## config.mk

```make
export PLATFORM = sky130hd
export DESIGN_NAME = fft_frame_ctrl
export DESIGN_NICKNAME = d
export VERILOG_FILES = /design/src/rtl/fft_frame_ctrl.sv
export SDC_FILE = /design/constraint.sdc
export NUM_CORES = 1
export LEC_CHECK = 0
export CAP_MARGIN = 20
export CORE_MARGIN = 2
export CORE_UTILIZATION = 47
export CTS_BUF_LIST = sky130_fd_sc_hd__clkbuf_2 sky130_fd_sc_hd__clkbuf_4 sky130_fd_sc_hd__clkbuf_8
export CTS_CLUSTER_DIAMETER = 50
export CTS_CLUSTER_SIZE = 16
export DETAILED_ROUTE_END_ITERATION = 8
export HOLD_SLACK_MARGIN = 0.1
export PLACE_DENSITY_LB_ADDON = 0.12
export RECOVER_POWER = 100
export SLEW_MARGIN = 15
export SYNTH_ARGS = -nofsm -noshare
export SYNTH_HDL_FRONTEND = slang
export SYNTH_SLANG_ARGS = --single-unit
export TNS_END_PERCENT = 1
```

## constraint.sdc

```tcl
create_clock -name clk_100mhz -period 2.3 [get_ports clk_100mhz]
set_clock_uncertainty 0.2 [all_clocks]
set_input_delay 0.345 -clock clk_100mhz [delete_from_list [all_inputs] [get_ports clk_100mhz]]
set_output_delay 0.345 -clock clk_100mhz [all_outputs]
set_load 0.02 [all_outputs]
```

## src/rtl/fft_frame_ctrl.sv

```systemverilog
// fft_frame_ctrl: configures xfft, frames ADC samples into N-point
// AXI-Stream frames and tags cordic magnitude outputs with bin indices.
module fft_frame_ctrl #(
    parameter int         N_POINTS = 128,
    parameter int         LOG2N    = 7,
    parameter logic [7:0] CFG_WORD = 8'h01
) (
    input  logic             clk_100mhz,
    input  logic             rst_n,
    input  logic [11:0]      adc_data,
    input  logic             adc_valid,
    input  logic             cfg_reload,
    output logic [7:0]       fft_cfg_tdata,
    output logic             fft_cfg_tvalid,
    input  logic             fft_cfg_tready,
    output logic [31:0]      fft_s_tdata,
    output logic             fft_s_tvalid,
    output logic             fft_s_tlast,
    input  logic             fft_s_tready,
    input  logic             mag_valid,
    input  logic             ev_tlast_unexp,
    input  logic             ev_tlast_miss,
    output logic             bin_valid,
    output logic [LOG2N-1:0] bin_index,
    output logic             frame_done,
    output logic [15:0]      drop_count,
    output logic [1:0]       err_flags
);

    localparam logic [LOG2N-1:0] LAST_IDX = LOG2N'(N_POINTS - 1);
    localparam logic [LOG2N-1:0] HALF_IDX = LOG2N'(N_POINTS / 2);

    typedef enum logic [1:0] {
        S_CONFIG,
        S_FILL,
        S_DRAIN
    } state_t;

    state_t           state;
    state_t           state_nx;
    logic             cfg_tvalid_q;
    logic             s_valid_q;
    logic [11:0]      s_data_q;
    logic             s_last_q;
    logic [LOG2N-1:0] in_cnt;
    logic [LOG2N-1:0] out_cnt;
    logic             reload_pend;
    logic             frame_done_q;
    logic [15:0]      drop_q;
    logic [1:0]       err_q;

    logic             cfg_hs;
    logic             s_hs;
    logic             last_hs;
    logic             in_fill;
    logic             in_drain;
    logic             can_cap;
    logic             drop;
    logic [LOG2N-1:0] cap_idx;
    logic             mag_drain;
    logic             mag_last;

    assign cfg_hs    = cfg_tvalid_q & fft_cfg_tready;
    assign s_hs      = s_valid_q & fft_s_tready;
    assign last_hs   = s_hs & s_last_q;
    assign in_fill   = (state == S_FILL);
    assign in_drain  = (state == S_DRAIN);
    // A sample arriving on the tlast handshake belongs to no frame.
    assign can_cap   = in_fill & adc_valid & (~s_valid_q | s_hs) & ~last_hs;
    assign drop      = in_fill & adc_valid & s_valid_q & ~fft_s_tready;
    assign cap_idx   = s_hs ? in_cnt + LOG2N'(1) : in_cnt;
    assign mag_drain = in_drain & mag_valid;
    assign mag_last  = mag_drain & (out_cnt == LAST_IDX);

    always_comb begin
        state_nx = state;
        unique case (state)
            S_CONFIG: if (cfg_hs) state_nx = S_FILL;
            S_FILL:   if (last_hs) state_nx = S_DRAIN;
            S_DRAIN: begin
                if (mag_last)
                    state_nx = (reload_pend | cfg_reload) ? S_CONFIG : S_FILL;
            end
            default:  state_nx = S_CONFIG;
        endcase
    end

    always_ff @(posedge clk_100mhz or negedge rst_n) begin
        if (!rst_n) begin
            state        <= S_CONFIG;
            cfg_tvalid_q <= 1'b0;
            s_valid_q    <= 1'b0;
            s_data_q     <= '0;
            s_last_q     <= 1'b0;
            in_cnt       <= '0;
            out_cnt      <= '0;
            reload_pend  <= 1'b0;
            frame_done_q <= 1'b0;
            drop_q       <= '0;
            err_q        <= '0;
        end else begin
            state        <= state_nx;
            cfg_tvalid_q <= (state == S_CONFIG) & ~cfg_hs;
            frame_done_q <= mag_last;

            if (can_cap) begin
                s_valid_q <= 1'b1;
                s_data_q  <= adc_data;
                s_last_q  <= (cap_idx == LAST_IDX);
            end else if (s_hs) begin
                s_valid_q <= 1'b0;
                s_last_q  <= 1'b0;
            end

            if (s_hs)
                in_cnt <= s_last_q ? '0 : in_cnt + LOG2N'(1);

            if (mag_drain)
                out_cnt <= mag_last ? '0 : out_cnt + LOG2N'(1);

            if (state_nx == S_CONFIG && state != S_CONFIG)
                reload_pend <= 1'b0;
            else if (cfg_reload)
                reload_pend <= 1'b1;

            if (drop && drop_q != 16'hFFFF)
                drop_q <= drop_q + 16'd1;

            err_q[0] <= err_q[0] | ev_tlast_unexp | (mag_valid & ~in_drain);
            err_q[1] <= err_q[1] | ev_tlast_miss;
        end
    end

    assign fft_cfg_tdata  = CFG_WORD;
    assign fft_cfg_tvalid = cfg_tvalid_q;
    assign fft_s_tdata    = {20'd0, s_data_q};
    assign fft_s_tvalid   = s_valid_q;
    assign fft_s_tlast    = s_last_q;
    assign bin_valid      = mag_drain & (out_cnt < HALF_IDX);
    assign bin_index      = out_cnt;
    assign frame_done     = frame_done_q;
    assign drop_count     = drop_q;
    assign err_flags      = err_q;

endmodule

```

After elaboration in Yosys (flattened, before gate mapping)

Index checks and enable logic that the tools add are counted.

Div/mod/pow operators: 0
Shifts and indexed selects: 0
Equality and inequality tests: 5
$mul: 0
Bitwise gates (word level): 23
Mux-type cells: 13
$add $sub $neg: 3
Reduce and logical (&&, ||, !) cells: 7
Magnitude comparators: 1

Operators by type and width:

| cell                                                            | number |
|---|---|
| 7-bit 2-to-1 mux                                                | 3 |
| 16-bit by 1-bit adder with 16-bit output, second input constant | 1 |
| 16-bit != test, second input constant                           | 1 |
| 7-bit by 1-bit adder with 7-bit output, second input constant   | 2 |
| 7-bit == test, second input constant                            | 2 |
| 1-bit bitwise AND                                               | 13 |
| 7-bit < comparator, second input constant                       | 1 |
| 1-bit 2-to-1 mux                                                | 6 |
| 2-bit 2-to-1 mux                                                | 3 |
| 2-bit one-hot mux with 3 select lines                           | 1 |
| 2-bit nonzero test                                              | 3 |
| 1-bit inverter                                                  | 5 |
| 1-bit bitwise OR                                                | 5 |
| 2-bit zero test                                                 | 2 |
| 2-bit by 1-bit == test with 1-bit output, second input constant | 1 |
| 2-bit == test, second input constant                            | 1 |
| 1-bit logical AND                                               | 2 |

Memories kept: 0
Memory bits (writable): 0
Bits in latches: 0
Bits of input ports: 21
ROM bits: 0
Register bits after elaboration: 51
Word-level logic and storage cells: 63

Longest topological paths before layout

Depth in word-level cells: 8
Mapped depth: 6
Depth with buffers taken out: 5

Worst setup path after synthesis

Ideal clock, no wire load.

Path kind: flip-flop to flip-flop
From: reg drop_q[0] (netlist: drop_count[0])
To: reg drop_q[1] (netlist: drop_count[1])
Setup slack: 0.297 ns
Clock period less this slack: 2.003 ns
Buffers on the path: 0
Cell stages (with the launch flop): 6
Data arrival time: 1.678 ns
Cells stage by stage: dfrtp_1 -> ha_1 -> nand4_1 -> nor4_4 -> a21boi_2 -> mux2_4

Longest elaborated chain between the ends: 2

Ends and longest elaborated chain:

| element                                                                          | line | RTL |
|---|---|---|
| start, declared                                                                  | 49   | `logic [15:0] drop_q;` |
| start signal, assigned                                                           | 127  | `drop_q <= drop_q + 16'd1;` |
| branches (longest 2 deep; another with 16-bit by 1-bit adder with 16-bit output) | --   |  |

Parallel ways; which one is timed is not known.
A chain may end at the register's enable or synchronous reset.

Worst setup path after layout

From: in mag_valid
To: out bin_valid

Longest elaborated chain between the ends: 2

Ends and longest elaborated chain:

| element           | line | RTL |
|---|---|---|
| start, declared   | 20   | `input logic mag_valid,` |
| 1-bit bitwise AND | 72   | `assign mag_drain = in_drain & mag_valid;` |
| 1-bit bitwise AND | 139  | `assign bin_valid = mag_drain & (out_cnt < HALF_IDX);` |
| end, declared     | 23   | `output logic bin_valid,` |

No other way between the ends.

==> flow_metrics.tcl <==
set metrics [dict create \
    synth-edff-count 0 \
    use_met3_pct 5.32 \
    post-route-drc-count 0 \
    netlist-cell-type-count 47 \
    worst-endpoint-required_ns 1.75 \
    groute.layer.met2.usage_pct 25.7 \
    num_io_pins 91 \
    synth.top_cells.by_area "dfrtp_1 (47%), buf_4 (8.4%), mux2_2 (5.8%)" \
    timing.critical_path.arrival_ns 1.64 \
    setup_ws_ns 0.117 \
    slew_headroom_pct 17.6 \
    gp_congestion 0.811 \
    layout.cells.most_common_list "dfrtp_1 (51), dlygate4sd3_1 (44), conb_1 (28), nand2_1 (23), clkdlybuf4s50_1 (18)" \
    die_h_um 79.7 \
    die_wd_um 79.7 \
    die-area_sq_um 6360 \
    finalWirelength_mm 5.13 \
    holdCritPathClass "flop to flop" \
    final-instance-count-excl-fill 398 \
    hpwl_mm 3.76 \
    dp_worst_setup_slack_ns 0.114 \
    synth_compound_gate_area_share_pct 7.24 \
    grt_start_max_net_pins 52 \
    pwr_density_cell_nw_per_um2 526 \
    per_cell_via_count_in_the_routed_design 4.94 \
    placed_instances 391 \
    grt.busiest_layer "met2" \
    report.final.slew_viol_count 0 \
    max-clock-path-buffers 2 \
    kind_of_critical_path "input pin to output port" \
    timing.final.crit_share_pct 94.9 \
    drt_iter0_drc 97 \
    synthToLayoutAreaGrowth_pct 26.1 \
    globalRouteTotalUtil_pct 17.1 \
    postCtsResizedCells 0 \
    effective_utilization_at_floorplan_pct 48.7 \
    muxShareOfSynthArea_pct 8.35 \
    element_type_at_the_critical_path_end "output port" \
    number_of_stages_on_the_worst_hold_path 1 \
    worst_path_largest_cell_delay_ns 0.61 \
    timing_hold_violations_final 0 \
    critical_path.slowest_cell "clkdlybuf4s50_1" \
    clock-root-buffer "clkbuf_8" \
    drv.max_cap_violation_count 0 \
    reg2reg_depth 6 \
    run_status "finished clean" \
    yosysWarnings 0 \
    layout.cells.most_common "dfrtp_1" \
    ys_seq_elements 51 \
    finalSetupTns_ns 0 \
    floorplan_core_area_sq_um 5540 \
    fmax_mhz 458 \
    globalRouteOverflowTotal 0 \
    wl_per_cell_um 12.9 \
    synthArstFlopShare_pct 100 \
    worst-slew-pin-transition_ns 1.24 \
    dominant_combinational_cell_family_by_area_after_synthesis "simple AND/OR/NAND/NOR gates" \
    clk-insertion-delay-late_ns 0.30 \
    netlist_area_sq_um 2700 \
    grt_first_pass_wirelength_mm 8.54 \
    synthXorXnorAreaFrac_pct 4.87 \
    ant_diodes 0 \
    drt_pre_antenna_iters 4 \
    grt_setup_unrepaired "no" \
    post_synth_and_or_nand_nor_area_fraction_pct 20.6 \
    grt_pass1_vias 1825 \
    synth_largest_type_area_fraction_pct 47.3 \
    synth_sequential_area_ratio_pct 47.3 \
    layout-drive-gt1-share_pct 11.7 \
    numClockSinks 51 \
    cts_tree "built" \
    postSynthCellCount 251 \
    use_met1_pct 23.9 \
    synth_adder_area_share_pct 1.39 \
    finalSetupViolations 0 \
    total_via_count_after_detailed_routing 1966 \
    detail-route-antenna-nets 0 \
    clkSlewWorstSetupHoldPaths_ns 0.08 \
    startpoint_type "input pin" \
    crit_top_cell "clkdlybuf4s50_1" \
    worstPathCellList "clkdlybuf4s50_1 -> nand3b_1 -> nor2_1 -> clkdlybuf4s50_1" \
    number_of_buffers_added_by_the_clock_tree_synthesis_step 5 \
    timing.final.crit_period_ns 2.18 \
    placementRows 27 \
    vdd_drop_max_uv 500 \
    dominantRegCellSynth "dfrtp_1" \
    antenna_found_initial 0 \
    fin_nets 351 \
    syn_avg_cell_area_sq_um 10.7 \
    biggest_area_consumer_among_synthesized_cells "dfrtp_1" \
    leakage_power_nw 1.68 \
    io_buffer_count 62 \
    cts-htree-levels 2 \
    path_max_fanout 2 \
    whs_ns 0.265 \
]
## worst max-delay path, delay by kind of cell
| kind | cells | cell delay, ns |
|---|---|---|
| buf+inv | 2 | 1.09 |
| simple gates | 2 | 0.20 |
## layer usage
metal  share of wire, %  vias up
li1                   -      977
met1                 47      919
met2                 45       64
met3                6.8        6
met4                1.0        0
met5                  0        -
## state kept, by name, indices dropped and copies added (netlist names)
signal and count:
state 2, s_data_q 12, reload_pend 1, fft_s_tvalid 1, fft_cfg_tvalid 1, drop_count 16, in_cnt 7, fft_s_tlast 1
frame_done 1, err_flags 2, bin_index 7
## logic make-up (layout without fill, tap and decap cells)
logic type / Yosys count / in the layout
AO/OA/AOI/OAI: 30 / 30
XOR/XNOR: 15 / 15
adder cells (fa/ha/maj): 3 / 3
buffers and inverters: 41 / 90
flip-flops: 51 / 51
multiplexers: 20 / 20
other: 2 / 28
AND/OR/NAND/NOR: 89 / 89
## cell type report
type / instances / area, sq um
Clock buffer: 6 / 76.3
Timing Repair Buffer: 77 / 716
Inverter: 7 / 26.3
Tap cell: 72 / 90.1
Sequential cell: 51 / 1280
Multi-Input combinational cell: 185 / 1210
Fill cell: 498 / 2140
## final timing paths
path | endpoint | startpoint | slack [ns]
setup / recovery | bin_valid | mag_valid | 0.12
hold / removal | err_flags[1]$_DFF_PN0_ | err_flags[1]$_DFF_PN0_ | 0.27
setup reg to reg | drop_count[7]$_DFFE_PN0P_ | state[0]$_DFF_PN0_ | 0.19
hold reg to reg | err_flags[1]$_DFF_PN0_ | err_flags[1]$_DFF_PN0_ | 0.27
min in group asynchronous | in_cnt[6]$_DFFE_PN0N_ | rst_n | 0.74
max in group asynchronous | drop_count[10]$_DFFE_PN0P_ | rst_n | 0.41
## per-stage QoR
stage	power (mW)	utilization (%)	area (sq um)
2_1_floorplan	1.21	-	2790
3_3_place_gp	1.34	61.1	3390
3_5_place_dp	1.35	61.1	3390
4_1_cts	1.85	62.7	3470
5_1_grt	1.89	61.4	3400
6_report	1.79	61.4	3400
## cell usage after synthesis, drive strengths merged (3+ instances only)
master,n
inv,7
a21oi,9
nor4,7
xnor2,6
buf,32
a31oi,3
nand3,10
nor2,11
dfrtp,51
xor2,9
nand2b,4
mux2,17
nand4,7
nand3b,5
o21ai,7
mux2i,3
nand2,23
nor3,8
ha,3
## what timing repair did
item | 4_1_cts | 5_1_grt
setup buffers | 0 | 0
hold buffers | 1 | 0
endpoints found under the hold margin | 51 | 0
## power by group
| part | total [mW] | internal [mW] | switching (mW) |
|---|---|---|---|
| logic | 0.307 | 0.128 | 0.179 |
| clock network | 0.491 | 0.216 | 0.275 |
| registers | 0.991 | 0.942 | 0.0489 |
(Power assumes the default switching activity.)
